===== config.mk =====
export PLATFORM = sky130hd
export DESIGN_NAME = gmm_pwl_exp
export DESIGN_NICKNAME = d
export VERILOG_FILES = /design/src/rtl/gmm_pkg.sv /design/src/rtl/gmm_pwl_lane.sv /design/src/rtl/gmm_pwl_exp.sv
export SDC_FILE = /design/constraint.sdc
export NUM_CORES = 2
export LEC_CHECK = 0
export CORE_UTILIZATION = 64
export CTS_CLUSTER_DIAMETER = 30
export CTS_CLUSTER_SIZE = 20
export DETAILED_ROUTE_END_ITERATION = 10
export GPL_TIMING_DRIVEN = 1
export PLACE_DENSITY = 0.79
export SLEW_MARGIN = 5
export SYNTH_ARGS = -nofsm -noshare
export SYNTH_HDL_FRONTEND = slang
export SYNTH_SLANG_ARGS = --single-unit

===== constraint.sdc =====
create_clock -name clk -period 10.3 [get_ports clk]
set_input_delay 3.09 -clock clk [delete_from_list [all_inputs] [get_ports clk]]
set_output_delay 3.09 -clock clk [all_outputs]
set_load 0.005 [all_outputs]

===== src/rtl/gmm_pkg.sv =====
// Shared defaults, Q1.15 constants and the coefficient record for the
// piecewise-linear exp(-z) approximation.
package gmm_pkg;
  localparam int GMM_D_WIDTH  = 16;
  localparam int GMM_Z_WIDTH  = 40;
  localparam int GMM_Z_FRAC   = 16;
  localparam int GMM_SEG_BITS = 4;

  localparam int EXP_ONE  = 32767;
  localparam int EXP_ZERO = 0;

  typedef struct packed {
    logic signed [GMM_D_WIDTH-1:0] slope;
    logic signed [GMM_D_WIDTH-1:0] icpt;
  } coef_t;
endpackage


===== src/rtl/gmm_pwl_lane.sv =====
// One lane of the exp(-z) datapath: clamp/index (S1), multiply (S2),
// add/saturate (S3). The coefficient lookup for S2 is done by the parent.
module gmm_pwl_lane
  import gmm_pkg::*;
#(
  parameter int D_WIDTH  = GMM_D_WIDTH,
  parameter int Z_WIDTH  = GMM_Z_WIDTH,
  parameter int Z_FRAC   = GMM_Z_FRAC,
  parameter int SEG_BITS = GMM_SEG_BITS
) (
  input  logic                       clk,
  input  logic                       rst,
  input  logic                       en1,
  input  logic                       en2,
  input  logic                       en3,
  input  logic signed [Z_WIDTH-1:0]  z,
  output logic [SEG_BITS-1:0]        seg,
  input  logic signed [D_WIDTH-1:0]  slope,
  input  logic signed [D_WIDTH-1:0]  icpt,
  output logic signed [D_WIDTH-1:0]  e
);
  localparam int OW   = D_WIDTH - 1;
  localparam int PW   = D_WIDTH + 2;
  localparam int ZTOP = Z_FRAC + SEG_BITS;
  localparam logic signed [PW-1:0] SAT_HI = PW'((2 ** (D_WIDTH - 1)) - 1);

  logic [SEG_BITS-1:0]       seg_q, seg_d;
  logic [OW-1:0]             off_q, off_d;
  logic                      zero1_q, zero1_d;
  logic signed [PW-1:0]      prod_q, prod_d;
  logic signed [D_WIDTH-1:0] icpt_q;
  logic                      zero2_q;
  logic signed [D_WIDTH-1:0] e_q, e_d;
  logic signed [2*D_WIDTH-1:0] prod;
  logic signed [PW-1:0]      sum;

  // Fraction bits below the Q0.15 offset do not contribute to the result.
  generate
    if (Z_FRAC > OW) begin : g_lsb
      logic unused_lsb;
      assign unused_lsb = ^z[Z_FRAC-OW-1:0];
    end
  endgenerate

  always_comb begin
    seg_d   = z[ZTOP-1:Z_FRAC];
    off_d   = z[Z_FRAC-1 -: OW];
    zero1_d = 1'b0;
    if (z[Z_WIDTH-1]) begin
      seg_d = '0;
      off_d = '0;
    end else if (|z[Z_WIDTH-2:ZTOP]) begin
      zero1_d = 1'b1;
    end
  end

  always_comb begin
    prod   = slope * $signed({1'b0, off_q});
    prod_d = PW'(prod >>> OW);
    sum    = $signed({{2{icpt_q[D_WIDTH-1]}}, icpt_q}) + prod_q;
    if (zero2_q || sum < 0) begin
      e_d = D_WIDTH'(EXP_ZERO);
    end else if (sum > SAT_HI) begin
      e_d = SAT_HI[D_WIDTH-1:0];
    end else begin
      e_d = sum[D_WIDTH-1:0];
    end
  end

  always_ff @(posedge clk or negedge rst) begin
    if (!rst) begin
      seg_q   <= '0;
      off_q   <= '0;
      zero1_q <= 1'b0;
      prod_q  <= '0;
      icpt_q  <= '0;
      zero2_q <= 1'b0;
      e_q     <= '0;
    end else begin
      if (en1) begin
        seg_q   <= seg_d;
        off_q   <= off_d;
        zero1_q <= zero1_d;
      end
      if (en2) begin
        prod_q  <= prod_d;
        icpt_q  <= icpt;
        zero2_q <= zero1_q;
      end
      if (en3) begin
        e_q <= e_d;
      end
    end
  end

  assign seg = seg_q;
  assign e   = e_q;
endmodule


===== src/rtl/gmm_pwl_exp.sv =====
// Dual-lane piecewise-linear exp(-z) with a shared coefficient table and a
// 3-stage elastic pipeline (valid/ready with per-stage back-pressure).
module gmm_pwl_exp
  import gmm_pkg::*;
#(
  parameter int D_WIDTH  = GMM_D_WIDTH,
  parameter int Z_WIDTH  = GMM_Z_WIDTH,
  parameter int Z_FRAC   = GMM_Z_FRAC,
  parameter int SEG_BITS = GMM_SEG_BITS
) (
  input  logic                      clk,
  input  logic                      rst,
  input  logic                      ce,
  input  logic signed [Z_WIDTH-1:0] z_r,
  input  logic signed [Z_WIDTH-1:0] z_i,
  input  logic                      in_valid,
  output logic                      in_ready,
  output logic signed [D_WIDTH-1:0] e_r,
  output logic signed [D_WIDTH-1:0] e_i,
  output logic                      out_valid,
  input  logic                      out_ready,
  input  logic                      coef_we,
  input  logic [SEG_BITS-1:0]       coef_addr,
  input  logic signed [D_WIDTH-1:0] coef_slope,
  input  logic signed [D_WIDTH-1:0] coef_icpt,
  output logic                      busy
);
  localparam int NSEG = 2 ** SEG_BITS;

  logic v1_q, v1_d, v2_q, v2_d, v3_q, v3_d;
  logic acc1, acc2, acc3;
  logic en1, en2, en3;
  coef_t coef_q [NSEG];
  logic [SEG_BITS-1:0] seg_r, seg_i;

  // accN: stage N can take new data this edge (empty, or draining forward).
  always_comb begin
    acc3 = !v3_q || out_ready;
    acc2 = !v2_q || acc3;
    acc1 = !v1_q || acc2;
    v1_d = v1_q;
    v2_d = v2_q;
    v3_d = v3_q;
    if (ce) begin
      if (acc3) v3_d = v2_q;
      if (acc2) v2_d = v1_q;
      if (acc1) v1_d = in_valid;
    end
  end

  assign en1 = ce && acc1 && in_valid;
  assign en2 = ce && acc2 && v1_q;
  assign en3 = ce && acc3 && v2_q;

  always_ff @(posedge clk or negedge rst) begin
    if (!rst) begin
      v1_q <= 1'b0;
      v2_q <= 1'b0;
      v3_q <= 1'b0;
    end else begin
      v1_q <= v1_d;
      v2_q <= v2_d;
      v3_q <= v3_d;
    end
  end

  // Same-edge read of a written entry sees the old pair: S2 samples before update.
  always_ff @(posedge clk or negedge rst) begin
    if (!rst) begin
      for (int k = 0; k < NSEG; k++) coef_q[k] <= '0;
    end else if (ce && coef_we) begin
      coef_q[coef_addr] <= '{slope: coef_slope, icpt: coef_icpt};
    end
  end

  gmm_pwl_lane #(
    .D_WIDTH(D_WIDTH), .Z_WIDTH(Z_WIDTH), .Z_FRAC(Z_FRAC), .SEG_BITS(SEG_BITS)
  ) u_lane_r (
    .clk(clk), .rst(rst), .en1(en1), .en2(en2), .en3(en3),
    .z(z_r), .seg(seg_r),
    .slope(coef_q[seg_r].slope), .icpt(coef_q[seg_r].icpt), .e(e_r)
  );

  gmm_pwl_lane #(
    .D_WIDTH(D_WIDTH), .Z_WIDTH(Z_WIDTH), .Z_FRAC(Z_FRAC), .SEG_BITS(SEG_BITS)
  ) u_lane_i (
    .clk(clk), .rst(rst), .en1(en1), .en2(en2), .en3(en3),
    .z(z_i), .seg(seg_i),
    .slope(coef_q[seg_i].slope), .icpt(coef_q[seg_i].icpt), .e(e_i)
  );

  assign in_ready  = rst && ce && acc1;
  assign out_valid = v3_q;
  assign busy      = v1_q || v2_q || v3_q;
endmodule


# Word-level counts from Yosys, hierarchy flattened
# Cells that the tools add are included.
# totals
reg_bits	655
inputBits	122
output_inout_bits	35
# op_classes
n_addsub	2
n_mul	2
order_cmp	8
mux	21
bitwise_logic	3
n_reduce_logical	25
# ops
cell	count
bitwise mux 512 bit	1
binary-select mux 32 bit (select 4 bit)	2
two-way mux 32 bit	5
demux 32 bit (select 4 bit)	1
multiplier 16 x 16 -> 32 bit	2
two-way mux 16 bit	4
OR reduction 19 bit	2
adder 16 x 17 -> 18 bit	2
> comparator 18 x 16 -> 1 bit, second input constant	2
< comparator 18 x 1 -> 1 bit, second input constant	2
two-way mux 15 bit	2
>= comparator 5 bit, second input constant	3
NOT 4 -> 5 bit	3
logical AND 1 bit	10
two-way mux 4 bit	2
logical OR 1 bit	7
AND reduction 2 bit	3
< comparator 5 x 1 -> 1 bit, second input constant	1
two-way mux 1 bit	4
logical NOT 1 bit	3

# Longest topological paths before layout
# logic_depth
word_depth	6
depth_mapped	32
ltp_nobuf	28

# Modules after synthesis
# A second synthesis with hierarchy kept.
# unflattened
cells_unflattened	4286
hier_area_um2	51677.1
# modules_own_cells
mod	instances	cells_per_inst	area_each_um2
gmm_pwl_exp	1	1696	26661.8
gmm_pwl_lane (u_lane_r)	1	1303	12563.3
gmm_pwl_lane (u_lane_i)	1	1287	12451.9

# Worst setup path after synthesis
# Ideal clock, no wire load.
# synth_path
path_kind	flip-flop to flip-flop
from	register u_lane_r.seg_q[0] (netlist: u_lane_r.seg[0])
to	register u_lane_r.prod_q[14]
setup_time_ns	0.096
arrival_ns	7.840
slack_ns	2.365
stages_incl_launch_ff	31
path_buffers	5
period_less_slack_ns	7.935
cell_sequence	dfrtp_1 buf_6 buf_6 buf_2 clkbuf_1 mux4_2 mux4_2 clkbuf_1 nand2_1 inv_1 fa_1 inv_1 fa_1 inv_1 fa_1 fa_1 fa_1 inv_1 fa_1 inv_1 ha_1 nand2_1 o211ai_1 a31oi_1 o31ai_1 a21oi_4 a211oi_2 nor2_1 o21ai_1 a211oi_1 o31ai_1
# synth_between
elab_chain_len	5
# synth_lines
item	line_no	rtl
start: declaration	gmm_pwl_lane.sv:27	logic [SEG_BITS-1:0] seg_q, seg_d;
start signal: assignment	gmm_pwl_lane.sv:81	seg_q <= seg_d;
NOT 4 -> 5 bit (not written as such)	gmm_pwl_exp.sv:81	.slope(coef_q[seg_r].slope), .icpt(coef_q[seg_r].icpt), .e(e_r)
binary-select mux 32 bit (select 4 bit)	gmm_pwl_exp.sv:81	
two-way mux 32 bit (2 in series)	n/a	
multiplier 16 x 16 -> 32 bit	gmm_pwl_lane.sv:58	prod = slope * $signed({1'b0, off_q});
end signal: assignment	gmm_pwl_lane.sv:86	prod_q <= prod_d;
end: declaration	gmm_pwl_lane.sv:30	logic signed [PW-1:0] prod_q, prod_d;
# Every way passes these cells. The select of a mux whose other input is x is not followed.
# A chain may end at the register's enable or synchronous reset.

# Worst setup path after layout
# layout_path
from	register u_lane_i.seg_q[0] (netlist: u_lane_i.seg[0])
to	register, netlist name u_lane_i.prod_q[16]
# layout_between
elab_chain_len	5
# layout_lines
item	line_no	rtl
start: declaration	gmm_pwl_lane.sv:27	
start signal: assignment	gmm_pwl_lane.sv:81	
NOT 4 -> 5 bit (not written as such)	gmm_pwl_exp.sv:89	.slope(coef_q[seg_i].slope), .icpt(coef_q[seg_i].icpt), .e(e_i)
binary-select mux 32 bit (select 4 bit)	gmm_pwl_exp.sv:89	
two-way mux 32 bit (2 in series)	n/a	
multiplier 16 x 16 -> 32 bit	gmm_pwl_lane.sv:58	
# Every way passes these cells. The select of a mux whose other input is x is not followed.

==> implementation parameters <==
Parameter                              Value

Routing
  Routed wire length per instance    24.2 um
  Initial DRC count    around 2.8k
  ANT nets after route    0
  Via-to-Cell Ratio    6.26
  Sum of routed wire length over all layers    132,000 um
  DR pass1 iterations    6
  DRC violation count after routing    0
  Detailed-route via count    approximately 34k

Yosys
  Top cell type's share of synthesized area    0.315
  Synthesized Nets    5,033
  Number of instances in the synthesized netlist    4,227
  Library cell occupying the most area in the post-synthesis netlist    sky130_fd_sc_hd__dfrtp_1
  Post-synth cell types    70
  Synthesized flop and latch total    655
  Number of synthesized flops with an enable pin    0
  Most common cell in the synthesized netlist    sky130_fd_sc_hd__dfrtp_1
  Mean area per synthesized cell    12.3 um^2
  Async set-or-reset flop fraction in the synthesized netlist    1.00
  Top cells by area, synth    sky130_fd_sc_hd__dfrtp_1 (32%), sky130_fd_sc_hd__fa_1 (19%), sky130_fd_sc_hd__mux4_2 (14%)
  Count of yosys warnings during synthesis    0
  Mapped Area    52,000 um^2
  Post-synth top cells    sky130_fd_sc_hd__dfrtp_1 (655), sky130_fd_sc_hd__inv_1 (582), sky130_fd_sc_hd__mux2_2 (551)
  Predominant post-synthesis flop cell    sky130_fd_sc_hd__dfrtp_1
  Share of synthesized area occupied by flip-flops and latches    0.315

Clocking
  Total CTS buffers    about 120
  Count of cells resized by post-cts repair    0
  Insertion delay of the later-clocked pin in the worst-skew pair    0.71 ns
  Root Driver    sky130_fd_sc_hd__clkbuf_16
  H-tree level count    3
  Clock slew at reported path FFs    0.05 ns
  Setup Fix Bufs, Post-CTS    0
  Number of buffers added to fix hold violations after cts    0
  Clk sink count    655
  Clock Path Buffers    3
  CTS tree    built

Timing
  Final Max Slew Viols    0
  Hold Violations, Final    0
  Worst-Margin Slew    ~1.2 ns
  Fin worst setup slack    1.56 ns
  Maximum clock frequency    0.114 GHz
  Total of endpoints with negative setup slack in the final report    0
  Setup total negative slack    0 ns
  Min Clock Period, post-route    8.74 ns
  Fraction of the cycle the final worst path needs    0.848
  Final Skew    0.0692 ns
  Max_slew headroom    0.175
  RSZ-0062 raised after global routing    no

Finish
  Post-layout utilization of the core    0.729
  Non-filler cells in the finished layout    5,460
  Final-stage net count    roughly 5.1k
  Final Instance Area    58,600 um^2
  Fraction of final layout cells with drive strength greater than 1    0.267
  Area growth from synthesis to layout    12.8%

GRT
  Met1 capacity usage during global routing    0.454
  Global Route Usage Sum    0.338
  Via count of the first global-routing pass    37.2k
  Total global routing overflow    0
  Number of antenna violations at the first check in global routing    9
  Pin count of the biggest net entering global routing    about 180
  Layer with the highest usage after global routing    met2
  GRT met3 Usage    0.0778
  Met2 Usage GRT    0.546
  Wire length of the first global-routing pass    213,000 um

Placement
  # placed instances    5,233
  Final weighted congestion in routability-driven placement    0.880
  Cell Area, Placed    54,400 um^2
  Setup Slack @ Placement    1.69 ns
  I/O Buffers    154
  Half-perimeter wire length after detailed placement    86,300 um

Status
  Outcome    complete, no violations

Die
  Placeable Area    80,400 um^2
  Die width    ~290 um
  Die Outline Area    82,300 um^2
  Num rows    104
  Initial core utilization    0.646
  Die Ht    287 um
  I/O pin cnt    ~160

Worst hold path
  Class of the tightest hold or removal check    register to register

Critical path
  CP Data Required Time    10.84 ns
  Worst Path Arrival    9.27 ns
  Crit Path Max Fanout    37
  Worst setup path category    register to register
  Launching element type of the critical path    register
  Element type at the critical path end    register

Run
  Number of max-cap violations    0

Pwr
  Static power due to leakage    27.3 nW
  Power density over the cells    290 nW/um^2
  Worst vdd rail ir drop    0.230 mV
[critical path, stage by stage (launching register included)]
cell                       delay, ns
sky130_fd_sc_hd__dfrtp_4        0.92
sky130_fd_sc_hd__buf_4          0.36
sky130_fd_sc_hd__mux4_2         0.54
sky130_fd_sc_hd__mux4_2         0.74
sky130_fd_sc_hd__and2_1         0.29
sky130_fd_sc_hd__fa_1           0.50
sky130_fd_sc_hd__inv_1          0.05
sky130_fd_sc_hd__fa_1           0.42
sky130_fd_sc_hd__fa_1           0.53
sky130_fd_sc_hd__fa_1           0.55
sky130_fd_sc_hd__inv_1          0.05
sky130_fd_sc_hd__fa_1           0.48
sky130_fd_sc_hd__inv_1          0.05
sky130_fd_sc_hd__fa_1           0.48
sky130_fd_sc_hd__inv_1          0.05
sky130_fd_sc_hd__ha_1           0.31
sky130_fd_sc_hd__a21o_1         0.20
sky130_fd_sc_hd__a21o_1         0.18
sky130_fd_sc_hd__a21oi_1        0.27
sky130_fd_sc_hd__nand4b_1       0.16
sky130_fd_sc_hd__o211ai_2       0.38
sky130_fd_sc_hd__o22ai_4        0.18
sky130_fd_sc_hd__a21boi_2       0.25
sky130_fd_sc_hd__o221ai_1       0.23
sky130_fd_sc_hd__xnor2_1        0.27
sky130_fd_sc_hd__o21ai_1        0.08
[worst paths after layout]
path | from | end | slack [ns] | depth (start not counted)
max | u_lane_i.seg[0] | u_lane_i.prod_q[16] | 1.56 | 25
min | u_lane_r.e[15] | u_lane_r.e[15] | 0.48 | 1
max reg2reg | u_lane_i.seg[0] | u_lane_i.prod_q[16] | 1.56 | 25
min reg2reg | u_lane_r.e[15] | u_lane_r.e[15] | 0.48 | 1
max in group asynchronous | rst | u_lane_r.seg[1] | 5.64 | 3
min in group asynchronous | rst | coef_q[128] | 2.29 | 1
[cells in the final DEF (no fill, tap or decap), types with 11 or more instances in the layout]
cell	Yosys	routed
sky130_fd_sc_hd__a21o_1	45	45
sky130_fd_sc_hd__a21oi_1	66	66
sky130_fd_sc_hd__a221o_1	15	15
sky130_fd_sc_hd__a22oi_1	13	13
sky130_fd_sc_hd__and2_1	248	248
sky130_fd_sc_hd__buf_4	1	44
sky130_fd_sc_hd__bufinv_16	0	17
sky130_fd_sc_hd__clkbuf_16	0	118
sky130_fd_sc_hd__clkbuf_8	0	12
sky130_fd_sc_hd__clkdlybuf4s50_1	0	153
sky130_fd_sc_hd__clkinv_2	0	23
sky130_fd_sc_hd__clkinvlp_4	0	12
sky130_fd_sc_hd__dfrtp_1	655	647
sky130_fd_sc_hd__fa_1	492	492
sky130_fd_sc_hd__ha_1	192	192
sky130_fd_sc_hd__inv_1	582	582
sky130_fd_sc_hd__mux2_2	551	551
sky130_fd_sc_hd__mux4_2	315	315
sky130_fd_sc_hd__nand2_1	331	330
sky130_fd_sc_hd__nand2b_1	48	45
sky130_fd_sc_hd__nand3_1	20	18
sky130_fd_sc_hd__nand4_1	11	11
sky130_fd_sc_hd__nor2_1	45	36
sky130_fd_sc_hd__nor2b_1	17	17
sky130_fd_sc_hd__nor4_1	13	12
sky130_fd_sc_hd__o21ai_0	87	87
sky130_fd_sc_hd__o21bai_1	16	16
sky130_fd_sc_hd__o31ai_1	13	13
sky130_fd_sc_hd__xnor2_1	50	50
sky130_fd_sc_hd__xor2_1	23	23
[state kept, by name, summed over array words and instances (netlist names)]
name / cells
u_lane_i.seg: 4
u_lane_i.prod_q: 17
u_lane_r.e: 16
u_lane_i.e: 16
out_valid: 1
u_lane_r.off_q: 15
u_lane_r.zero1_q: 1
u_lane_i.zero1_q: 1
u_lane_r.seg: 4
u_lane_r.icpt_q: 16
u_lane_r.prod_q: 17
u_lane_i.zero2_q: 1
v1_q: 1
u_lane_i.icpt_q: 16
coef_q: 512
u_lane_i.off_q: 15
v2_q: 1
u_lane_r.zero2_q: 1
[layer usage]
layer,vias up,part of all wire
met3,331,0.091
met2,1457,0.49
met5,-,0.00035
met4,6,0.034
met1,17900,0.39
li1,14500,-
[power breakdown]
part | internal (W) | switching (W)
Sequential | 0.00317 | 0.000628
Combinational | 0.00400 | 0.00510
Clock | 0.00264 | 0.00146
Total | 0.00981 | 0.00718
[kinds of logic (layout without fill, tap and decap cells)]
kind of cell               count (synthesis)  in the layout  synth area share
muxes                                    876            876             0.258
buffers and inverters                    838           1005            0.0618
and+or+nand+nor                          772            772            0.0745
adders and majority gates                684            684             0.236
DFF                                      655            655             0.315
AOI/OAI and AO/OA                        329            329            0.0423
xor gates and xnor gates                  73             73            0.0123
other                                      0              6                 0
[layout make-up]
type | instances | area [um^2]
tap | 1060 | 1330
clock inverter | 81 | 1120
clock buffer | 140 | 3160
inverter | 582 | 2180
multi-input combinational | 2734 | 32500
antenna | 6 | 15.0
sequential | 655 | 16400
timing repair buffer | 202 | 1960
fill | 5262 | 21800
[stage by stage]
stage / hold slack, ns / power (W)
after global routing: 0.518 / 0.0183
after CTS: 0.490 / 0.0170
after floorplan: 0.443 / 0.0102
after global placement: 0.468 / 0.0125
final: 0.484 / 0.0170
after detailed placement: 0.475 / 0.0127
Note: power is estimated with default switching activity, not from simulation.
